$ cat config.mk
export PLATFORM = sky130hd
export DESIGN_NAME = ipsl_pcie_dma_mrd_sched
export DESIGN_NICKNAME = d
export VERILOG_FILES = /design/src/rtl/ipsl_pcie_dma_mrd_pkg.sv /design/src/rtl/ipsl_pcie_dma_tag_pool.sv /design/src/rtl/ipsl_pcie_dma_mrd_sched.sv
export SDC_FILE = /design/constraint.sdc
export NUM_CORES = 1
export LEC_CHECK = 0
export ABC_AREA = 1
export BUFFER_PORTS_ARGS = -buffer_cell sky130_fd_sc_hd__buf_2
export CORE_ASPECT_RATIO = 1.75
export CORE_MARGIN = 2
export CORE_UTILIZATION = 30
export DETAILED_ROUTE_END_ITERATION = 6
export PLACE_DENSITY = 0.47
export SYNTH_ARGS = -nofsm -noshare
export SYNTH_HDL_FRONTEND = slang
export SYNTH_SLANG_ARGS = --single-unit
$ cat constraint.sdc
create_clock -name clk -period 4.8 [get_ports clk]
set_input_delay 0.72 -clock clk [delete_from_list [all_inputs] [get_ports clk]]
set_output_delay 0.72 -clock clk [all_outputs]
set_load 0.05 [all_outputs]
$ cat src/rtl/ipsl_pcie_dma_mrd_pkg.sv
// Shared constants and helpers for the PCIe DMA read scheduler.
package ipsl_pcie_dma_mrd_pkg;

   // Scheduler state encoding, kept as plain constants for legacy compatibility.
   localparam logic [1:0] ST_IDLE     = 2'd0;
   localparam logic [1:0] ST_CALC     = 2'd1;
   localparam logic [1:0] ST_REQ      = 2'd2;
   localparam logic [1:0] ST_WAIT_CPL = 2'd3;

   // MRRS codes above 5 (4096 B) saturate to 5.
   localparam logic [2:0] MRRS_CODE_MAX = 3'd5;

   // DWs in one 4 KB page; also the largest encodable MRd length.
   localparam int unsigned DW_PER_4K = 1024;

   // MRRS code to DW count: 32 DW (128 B) shifted by the saturated code.
   function automatic logic [10:0] mrrs_to_dw(input logic [2:0] code);
      logic [2:0] c;
      c = (code > MRRS_CODE_MAX) ? MRRS_CODE_MAX : code;
      return 11'd32 << c;
   endfunction

endpackage

$ cat src/rtl/ipsl_pcie_dma_tag_pool.sv
// Tag pool: busy bitmap, lowest-free encoder, outstanding counter, sticky release error.
module ipsl_pcie_dma_tag_pool #(
   parameter int unsigned TAG_NUM = 32
) (
   input  logic                         clk,
   input  logic                         rst,
   input  logic                         alloc_en,
   output logic [7:0]                   free_tag,
   output logic                         any_free,
   input  logic                         rel_en,
   input  logic [7:0]                   rel_tag,
   output logic [$clog2(TAG_NUM):0]     outstanding,
   output logic [$clog2(TAG_NUM):0]     outstanding_nxt,
   output logic                         tag_err
);

   localparam int unsigned TW = $clog2(TAG_NUM);
   localparam int unsigned CW = TW + 1;

   logic [TAG_NUM-1:0] busy_q;
   logic [TAG_NUM-1:0] busy_nxt;
   logic [TAG_NUM-1:0] alloc_mask;
   logic [TAG_NUM-1:0] rel_mask;
   logic [CW-1:0]      cnt_q;
   logic               err_q;
   logic               rel_in_range;
   logic               rel_hit;
   logic               alloc_do;

   // Lowest-index free tag: scan downwards so the smallest free index wins.
   always_comb begin
      free_tag = '0;
      any_free = 1'b0;
      for (int unsigned i = TAG_NUM; i > 0; i--) begin
         if (!busy_q[i-1]) begin
            free_tag = 8'(i - 1);
            any_free = 1'b1;
         end
      end
   end

   // Allocation and release are applied together; a bad release changes nothing.
   always_comb begin
      rel_in_range = ({1'b0, rel_tag} < 9'(TAG_NUM));
      rel_hit      = rel_en && rel_in_range && busy_q[rel_tag[TW-1:0]];
      alloc_do     = alloc_en && any_free;
      alloc_mask   = '0;
      rel_mask     = '0;
      if (alloc_do) begin
         alloc_mask[free_tag[TW-1:0]] = 1'b1;
      end
      if (rel_hit) begin
         rel_mask[rel_tag[TW-1:0]] = 1'b1;
      end
      busy_nxt        = (busy_q | alloc_mask) & ~rel_mask;
      outstanding_nxt = cnt_q + CW'(alloc_do) - CW'(rel_hit);
   end

   // Bitmap, counter and sticky error registers.
   always_ff @(posedge clk) begin
      if (rst) begin
         busy_q <= '0;
         cnt_q  <= '0;
         err_q  <= 1'b0;
      end else begin
         busy_q <= busy_nxt;
         cnt_q  <= outstanding_nxt;
         if (rel_en && !rel_hit) begin
            err_q <= 1'b1;
         end
      end
   end

   assign outstanding = cnt_q;
   assign tag_err     = err_q;

endmodule

$ cat src/rtl/ipsl_pcie_dma_mrd_sched.sv
// DMA read scheduler: splits one read command into MRRS/4KB-bounded MRd requests with tags.
module ipsl_pcie_dma_mrd_sched #(
   parameter int unsigned TAG_NUM   = 32,
   parameter int unsigned CMD_LEN_W = 16
) (
   input  logic                       clk,
   input  logic                       rst,
   input  logic [2:0]                 i_cfg_max_rd_req_size,
   input  logic                       i_cmd_vld,
   output logic                       o_cmd_rdy,
   input  logic [63:0]                i_cmd_addr,
   input  logic [CMD_LEN_W-1:0]       i_cmd_len_dw,
   output logic                       o_mrd_req_vld,
   input  logic                       i_mrd_req_rdy,
   output logic [63:0]                o_mrd_addr,
   output logic [9:0]                 o_mrd_length,
   output logic [7:0]                 o_mrd_tag,
   input  logic                       i_tag_full,
   input  logic                       i_cpld_rcv,
   input  logic [7:0]                 i_cpld_tag,
   output logic                       o_busy,
   output logic                       o_done,
   output logic [$clog2(TAG_NUM):0]   o_outstanding,
   output logic                       o_tag_err
);

   import ipsl_pcie_dma_mrd_pkg::*;

   localparam int unsigned CW = $clog2(TAG_NUM) + 1;

   logic [1:0]           state_q;
   logic [63:0]          addr_q;
   logic [CMD_LEN_W-1:0] rem_q;
   logic [2:0]           code_q;
   logic [10:0]          chunk_q;
   logic                 done_q;

   logic [10:0]          rem_cap;
   logic [10:0]          mrrs_dw;
   logic [10:0]          bnd_dw;
   logic [10:0]          chunk_calc;

   logic [7:0]           free_tag;
   logic                 any_free;
   logic                 mrd_fire;
   logic [CW-1:0]        outstanding_nxt;

   ipsl_pcie_dma_tag_pool #(
      .TAG_NUM (TAG_NUM)
   ) u_tag_pool (
      .clk             (clk),
      .rst             (rst),
      .alloc_en        (mrd_fire),
      .free_tag        (free_tag),
      .any_free        (any_free),
      .rel_en          (i_cpld_rcv),
      .rel_tag         (i_cpld_tag),
      .outstanding     (o_outstanding),
      .outstanding_nxt (outstanding_nxt),
      .tag_err         (o_tag_err)
   );

   // Next chunk size: min of remaining DW, MRRS in DW and DW left before the 4 KB page end.
   always_comb begin
      rem_cap    = (32'(rem_q) > 32'(DW_PER_4K)) ? 11'(DW_PER_4K) : 11'(rem_q);
      mrrs_dw    = mrrs_to_dw(code_q);
      bnd_dw     = 11'(DW_PER_4K) - {1'b0, addr_q[11:2]};
      chunk_calc = rem_cap;
      if (mrrs_dw < chunk_calc) begin
         chunk_calc = mrrs_dw;
      end
      if (bnd_dw < chunk_calc) begin
         chunk_calc = bnd_dw;
      end
   end

   assign o_cmd_rdy     = (state_q == ST_IDLE);
   assign o_busy        = (state_q != ST_IDLE);
   assign o_mrd_req_vld = (state_q == ST_REQ) && any_free && !i_tag_full;
   assign mrd_fire      = o_mrd_req_vld && i_mrd_req_rdy;
   assign o_mrd_addr    = addr_q;
   assign o_mrd_length  = chunk_q[9:0];
   assign o_mrd_tag     = free_tag;
   assign o_done        = done_q;

   // Command sequencing: accept, compute chunk, issue request, drain completions.
   always_ff @(posedge clk) begin
      if (rst) begin
         state_q <= ST_IDLE;
         addr_q  <= '0;
         rem_q   <= '0;
         code_q  <= '0;
         chunk_q <= '0;
         done_q  <= 1'b0;
      end else begin
         done_q <= 1'b0;
         case (state_q)
            ST_IDLE: begin
               if (i_cmd_vld) begin
                  addr_q <= i_cmd_addr & ~64'h3;
                  rem_q  <= i_cmd_len_dw;
                  code_q <= i_cfg_max_rd_req_size;
                  if (i_cmd_len_dw == '0) begin
                     done_q <= 1'b1;
                  end else begin
                     state_q <= ST_CALC;
                  end
               end
            end
            ST_CALC: begin
               chunk_q <= chunk_calc;
               state_q <= ST_REQ;
            end
            ST_REQ: begin
               if (mrd_fire) begin
                  addr_q <= addr_q + (64'(chunk_q) << 2);
                  rem_q  <= rem_q - CMD_LEN_W'(chunk_q);
                  if (rem_q == CMD_LEN_W'(chunk_q)) begin
                     state_q <= ST_WAIT_CPL;
                  end else begin
                     state_q <= ST_CALC;
                  end
               end
            end
            ST_WAIT_CPL: begin
               // Uses the post-release count so a release this cycle finishes immediately.
               if (outstanding_nxt == '0) begin
                  done_q  <= 1'b1;
                  state_q <= ST_IDLE;
               end
            end
            default: begin
               state_q <= ST_IDLE;
            end
         endcase
      end
   end

endmodule
; ---- Yosys cells after proc, flatten, opt, wreduce, memory -nomap -nowiden
; Cells that the tools add are included.
[word_totals]
output_inout_bits = 93
inputBits = 97
regBits = 136
[op_classes]
bitwise_logic = 3
eq_ne = 8
n_lt_le_gt_ge = 9
muxes = 92
n_reduce_logical = 19
shift = 1
add_sub_neg = 5
[ops]
columns = cell, n
row1 = two-way mux 8 bit, 31
row2 = two-way mux 64 bit, 2
row3 = one-hot mux 64 bit (2 select lines), 1
row4 = adder 64 x 13 -> 64 bit, 1
row5 = two-way mux 32 bit, 2
row6 = two-way mux 1 bit, 38
row7 = two-way mux 11 bit, 3
row8 = AND 32 bit, 1
row9 = two-way mux 16 bit, 2
row10 = inverter 32 bit, 1
row11 = OR 32 bit, 1
row12 = one-hot mux 16 bit (2 select lines), 1
row13 = < comparator 11 bit, 2
row14 = == test 16 x 11 -> 1 bit, 1
row15 = "> comparator 16 x 11 -> 1 bit, second input constant", 1
row16 = logical NOT 16 bit, 1
row17 = subtractor 16 x 11 -> 16 bit, 1
row18 = "< comparator 5 x 6 -> 1 bit, second input constant", 2
row19 = "<< shifter 6 x 3 -> 11 bit, first input constant", 1
row20 = "subtractor 11 x 10 -> 11 bit, first input constant", 1
row21 = demux 1 bit (select 5 bit), 2
row22 = ">= comparator 5 x 1 -> 1 bit, second input constant", 2
row23 = two-way mux 2 bit, 5
row24 = logical AND 1 bit, 9
row25 = other kinds (20), 25

; ---- Logic depth before layout (Yosys ltp)
[logic_depth]
depth_word = 41
depth_mapped = 34
ltp_nobuf = 34

; ---- Modules after synthesis
; From an unflattened synthesis, not the netlist that was laid out.
[hier_totals]
hier_cells = 1805
hier_area_um2 = 11116.9
[by_module_without_submodules]
columns = module, area_per_inst_um2, instances, cells_per_inst, seq_area_each_um2
row1 = ipsl_pcie_dma_mrd_sched, 8474.4, 1, 1421, 1901.8
row2 = ipsl_pcie_dma_tag_pool, 2642.5, 1, 384, 780.7

; ---- Least setup slack after synthesis
; OpenSTA, ideal clock, no wires.
[synth_timing]
path_kind = input to register
startpoint = input i_cpld_tag[0]
endpoint = register state_q[0]
setup_ps = 127
path_slack_ps = 456
arrival_ps = 4216
path_stages = 22
t_required_ps = 4673
path_cell_list = inv_1 nor2_1 clkbuf_1 a22oi_1 o221ai_1 a22o_1 or4_1 nand2_1 clkbuf_1 inv_1 ha_1 inv_1 ha_1 fa_1 xnor2_1 nand3_1 nor3_1 nand2_1 nand2_1 o2111ai_1 o21ai_0 a21oi_1
[synth_via]
elab_chain_len = 7
word_cells_on_any_way = 9
classes_between = 1 x add/sub / 1 x order compare / 1 x eq/ne / 2 x mux / 4 x reduce/logical
[synth_rtl]
columns = element, line_no
row1 = from (decl), ipsl_pcie_dma_mrd_sched.sv:20  ; input logic [7:0] i_cpld_tag,
row2 = < comparator 8 x 6 -> 1 bit / binary-select mux 1 bit (select 5 bit) (equally long branches), "ipsl_pcie_dma_tag_pool.sv:44, ipsl_pcie_dma_tag_pool.sv:45"
row3 = logical AND 1 bit / two-way mux 1 bit (equally long branches), ipsl_pcie_dma_tag_pool.sv:45  ; rel_hit = rel_en && rel_in_range && busy_q[rel_tag[TW-1:0]];
row4 = logical AND 1 bit (*), ipsl_pcie_dma_tag_pool.sv:45
row5 = subtractor 6 x 1 -> 6 bit (*), ipsl_pcie_dma_tag_pool.sv:56  ; outstanding_nxt = cnt_q + CW'(alloc_do) - CW'(rel_hit);
row6 = logical NOT 6 bit (*), ipsl_pcie_dma_mrd_sched.sv:127  ; if (outstanding_nxt == '0) begin
row7 = inequality test 2 bit (no line) (*), -
row8 = AND reduction 4 bit (no line) (*), -
row9 = to (signal assigned), ipsl_pcie_dma_mrd_sched.sv:121  ; state_q <= ST_CALC;
row10 = to (signal assigned), ipsl_pcie_dma_mrd_sched.sv:129  ; state_q <= ST_IDLE;
row11 = to (signal assigned), ipsl_pcie_dma_mrd_sched.sv:133  ; state_q <= ST_IDLE;
row12 = to (decl), ipsl_pcie_dma_mrd_sched.sv:31  ; logic [1:0] state_q;
; Mark *: on every way between the ends. The rest lies on a longest branch, timed or not. The select of a mux whose other input is x is not followed.
; A chain may end at the register's enable or synchronous reset.

; ---- Worst setup path in the final report
[layout_timing]
startpoint = register u_tag_pool.busy_q[31]
endpoint = output o_mrd_tag[0]
[layout_via]
elab_chain_len = 32
[layout_rtl]
columns = element, line_no
row1 = from (decl), ipsl_pcie_dma_tag_pool.sv:20  ; logic [TAG_NUM-1:0] busy_q;
row2 = from (signal assigned), ipsl_pcie_dma_tag_pool.sv:66  ; busy_q <= busy_nxt;
row3 = two-way mux 5 bit, ipsl_pcie_dma_tag_pool.sv:35  ; if (!busy_q[i-1]) begin
row4 = two-way mux 8 bit (31 in series), ipsl_pcie_dma_tag_pool.sv:35
row5 = to (decl), ipsl_pcie_dma_mrd_sched.sv:17  ; output logic [7:0] o_mrd_tag,
; No other way between the ends.

==> parameters.txt <==
Parameter                              Value

Run status
  Run status    finished, final reports clean

Min path
  Hold_sp    u_tag_pool.tag_err
  Worst Hold Depth    2
  Worst min-delay path category    flop to flop
  Worst hold endpoint    u_tag_pool.tag_err

Critical path
  Worst-case register-to-register setup slack    0.61 ns
  R2r worst-path depth    24
  Cell occurring most often along the worst timing path    sky130_fd_sc_hd__nand2_1
  Origin of the worst setup path    u_tag_pool.busy_q[31]
  Max stage delay cell, worst path    sky130_fd_sc_hd__dfxtp_1
  Worst Path Class, Setup    flop to output port
  Required arrival time at the worst endpoint    4.08 ns
  Highest net fanout along the worst path    9
  Endpoint of the most critical register-to-register path    chunk_q[9]
  Launch instance of the worst register-to-register path    rem_q[8]
  Critical path's largest stage delay    0.33 ns
  Kind of capture point of the worst setup path    output port
  Critical path startpoint category    flop
  Arrival time worst endpoint    3.61 ns

Die
  Die span in x    141 um
  Row Count    88
  I/O pin count    190
  Full die area    34500 um^2
  Starting density of the core    30.2%
  Area inside the core boundary    32700 um^2
  Die Y    244 um

Timing
  Final total negative setup slack    0 ns
  Minimum hold slack    0.484 ns
  Peak Freq    231 MHz
  Number of hold-slack violations in the final timing report    0
  Final period util    90.2%
  Unrepaired setup endpoints after global routing    false
  Slew headroom    46.4%
  Max-slew violation total from the final report    0
  Fin crit period    4.33 ns
  Finish-stage setup viols    0
  Worst Max-Slew Pin Slew    0.797 ns
  Worst-case clock skew    0.0127 ns

Global route
  Overflow after GRT    0
  Maximum number of pins on one net before global-route repair    60
  Vias in the first global route    10576
  Number of antenna violations at the first check in global routing    4
  Wire length of the first global-routing pass    58600 um
  Global Route Usage Sum    22.1%

Clock tree
  Maximum clock insertion buffer count    2
  Number of sinks handled by clock tree synthesis    134
  Clock latency reported for the late side of the worst-skew pair    0.45 ns
  Register clock-pin slew on the reported worst setup and hold paths    0.07 ns
  Clock tree from TritonCTS    done
  H-tree depth    4
  Buffers inserted by post-CTS timing repair    0
  CTS buffer count    17
  Hold buffers post-CTS    0
  CTS root buf    sky130_fd_sc_hd__clkbuf_16

Power
  Power per cell area    723 nW/um^2
  Switching power    0.00464 W
  Part of the total power dissipated in sequential elements    22.9%
  Clock group share of total power    17.0%
  Total chip power    0.00855 W
  Internal power    0.00391 W
  Static leakage    4.84 nW
  Largest voltage drop on the vdd net    0.376 mV
  Comb power frac    60.1%
  Net switching fraction of the power    54.3%

Route
  Drc violations    0
  Final routed wirelength across all metal layers    38100 um
  Router iterations before antenna repair    5
  Detailed-route vias per instance    5.13
  Drt initial violations    594
  Routed length per instance    18.2 um
  Number of vias in the routed layout    10760
  Remaining number of nets flagged by the antenna check after routing    0

Final layout
  Layout cell share with drive strength beyond 1    16.6%
  Net count of the finished layout    1827
  Layout area overhead    19.6%
  # fillers    3620
  Core Util, Final    36.1%

Synthesis
  Most instantiated library cell after synthesis    sky130_fd_sc_hd__nand2_1
  Fraction of synthesis flops using an asynchronous set or reset pin    0%
  Post-Syn Instances    1528
  Prevailing post-synth register cell    sky130_fd_sc_hd__dfxtp_1
  Synth Cell Area    9880 um^2
  Count of flip-flops with a built-in enable after synthesis    0
  Sequential-to-total area share from yosys stat    27.1%
  Most instantiated cells after synthesis    292 x sky130_fd_sc_hd__nand2_1, 176 x sky130_fd_sc_hd__nor2_1, 171 x sky130_fd_sc_hd__inv_1, 168 x sky130_fd_sc_hd__a21oi_1, 134 x sky130_fd_sc_hd__dfxtp_1
  Cell type contributing the most total cell area after synthesis    sky130_fd_sc_hd__dfxtp_1
  Count of warnings emitted by yosys    0
  Unique cell type count in the Yosys netlist    56
  Share of the synthesized area in the top cell type    27.1%
  Mapped Avg Cell Area    6.47 um^2
  Number of synthesized register bits    134
  Main area contributors after synthesis    sky130_fd_sc_hd__dfxtp_1 27%, sky130_fd_sc_hd__nand2_1 11%, sky130_fd_sc_hd__a21oi_1 8.5%

Run
  Number of max-cap violations    0

Place
  HPWL Detailed    28600 um
  Placer's final routability congestion estimate    0.908
  Count of input and output buffers    182
==> power by group through the flow <==
stage          clock (W)  sequential (W)  combinational, W
2_1_floorplan          0         0.00269           0.00305
3_3_place_gp           0         0.00198           0.00509
3_5_place_dp           0         0.00198           0.00512
4_1_cts          0.00150         0.00196           0.00515
5_1_grt          0.00155         0.00202           0.00570
6_report         0.00146         0.00196           0.00513
==> worst max-delay path by stage <==
| stage | endpoint | slack [ns] | depth (start not counted) |
|---|---|---|---|
| 3_5_place_dp | state_q[1] | 0.25 | 21 |
| 3_3_place_gp | state_q[1] | 0.26 | 21 |
| 5_1_grt | chunk_q[3] | 0.06 | 24 |
| 2_1_floorplan | state_q[0] | 0.46 | 22 |
| 6_report | o_mrd_tag[0] | 0.47 | 34 |
| 4_1_cts | chunk_q[10] | 0.27 | 23 |
==> cell families (layout without fill, tap and decap cells) <==
kind of cell | count (synthesis) | after routing | synth area share [%]
and+or+nand+nor | 648 | 648 | 29.1
AOI/OAI and AO/OA | 384 | 384 | 21.7
buffers and inverters | 251 | 410 | 10.1
DFF | 134 | 134 | 27.1
xor gates and xnor gates | 58 | 58 | 5.14
adders and majority gates | 52 | 52 | 6.81
other | 1 | 8 | 0.0379
==> layout by cell type (no fill, tap or decap), types with 4 or more instances in the layout <==
master / instances
sky130_fd_sc_hd__nor2_1: 175
sky130_fd_sc_hd__a21oi_1: 168
sky130_fd_sc_hd__nor4_2: 4
sky130_fd_sc_hd__buf_2: 181
sky130_fd_sc_hd__a31oi_1: 12
sky130_fd_sc_hd__ha_1: 48
sky130_fd_sc_hd__nor3_1: 39
sky130_fd_sc_hd__inv_2: 5
sky130_fd_sc_hd__a221oi_1: 7
sky130_fd_sc_hd__clkbuf_16: 17
sky130_fd_sc_hd__a22oi_1: 4
sky130_fd_sc_hd__nand2_1: 292
sky130_fd_sc_hd__a211oi_1: 6
sky130_fd_sc_hd__inv_1: 167
sky130_fd_sc_hd__nand4_1: 36
sky130_fd_sc_hd__nand2_2: 6
sky130_fd_sc_hd__conb_1: 5
sky130_fd_sc_hd__clkinvlp_4: 4
sky130_fd_sc_hd__o21ai_1: 12
sky130_fd_sc_hd__o211ai_1: 10
sky130_fd_sc_hd__clkinv_2: 4
sky130_fd_sc_hd__dfxtp_1: 134
sky130_fd_sc_hd__o22ai_1: 9
sky130_fd_sc_hd__nor4_1: 19
sky130_fd_sc_hd__or2_2: 6
sky130_fd_sc_hd__o21ai_0: 128
sky130_fd_sc_hd__xnor2_1: 15
sky130_fd_sc_hd__nand3_1: 49
sky130_fd_sc_hd__xor2_1: 43
sky130_fd_sc_hd__o221ai_1: 13
sky130_fd_sc_hd__bufinv_16: 4
sky130_fd_sc_hd__buf_4: 21
==> state kept, by name, indices dropped and copies added (netlist names) <==
register	count
state_q	2
o_done	1
rem_q	16
u_tag_pool.busy_q	32
chunk_q	11
code_q	3
u_tag_pool.tag_err	1
u_tag_pool.outstanding	6
o_mrd_addr	62
==> repair_timing <==
item	in CTS	in global routing
endpoints found under the setup margin	0	12
gates resized for setup	0	6
hold endpoints to repair	0	0
==> cell type report <==
| type | count | area, um^2 | area share, % |
|---|---|---|---|
| clock inverters | 12 | 175 | 1.48 |
| clock buffers | 20 | 457 | 3.86 |
| well taps | 405 | 507 | 4.29 |
| inverters | 175 | 662 | 5.60 |
| flip-flops and latches | 134 | 2680 | 22.7 |
| repair buffers | 203 | 1080 | 9.17 |
| multi-input cells | 1147 | 6250 | 52.8 |
| diodes | 3 | 7.51 | 0.0635 |
==> metal layers <==
metal	share of wire, %	track usage (%)
met4	4.9	11.9
met2	54	42.1
met3	3.8	3.64
met1	37	22.6
met5	0.15	0
==> per-stage QoR <==
stage                     cells  cell area (um^2)  worst slack, ns
after floorplan            1532              9900            0.456
after global placement     2064             11200            0.258
after detailed placement   2064             11200            0.249
after CTS                  2096             11800            0.268
after global routing       2097             11800           0.0593
final                      2099             11800            0.471
==> critical path: cells and delay by family, from the launching register on <==
| kind | cells | cell delay (ns) |
|---|---|---|
| AND/OR/NAND/NOR | 31 | 2.39 |
| flip-flops | 1 | 0.33 |
| buffers and inverters | 3 | 0.42 |
(Power assumes the default switching activity.)
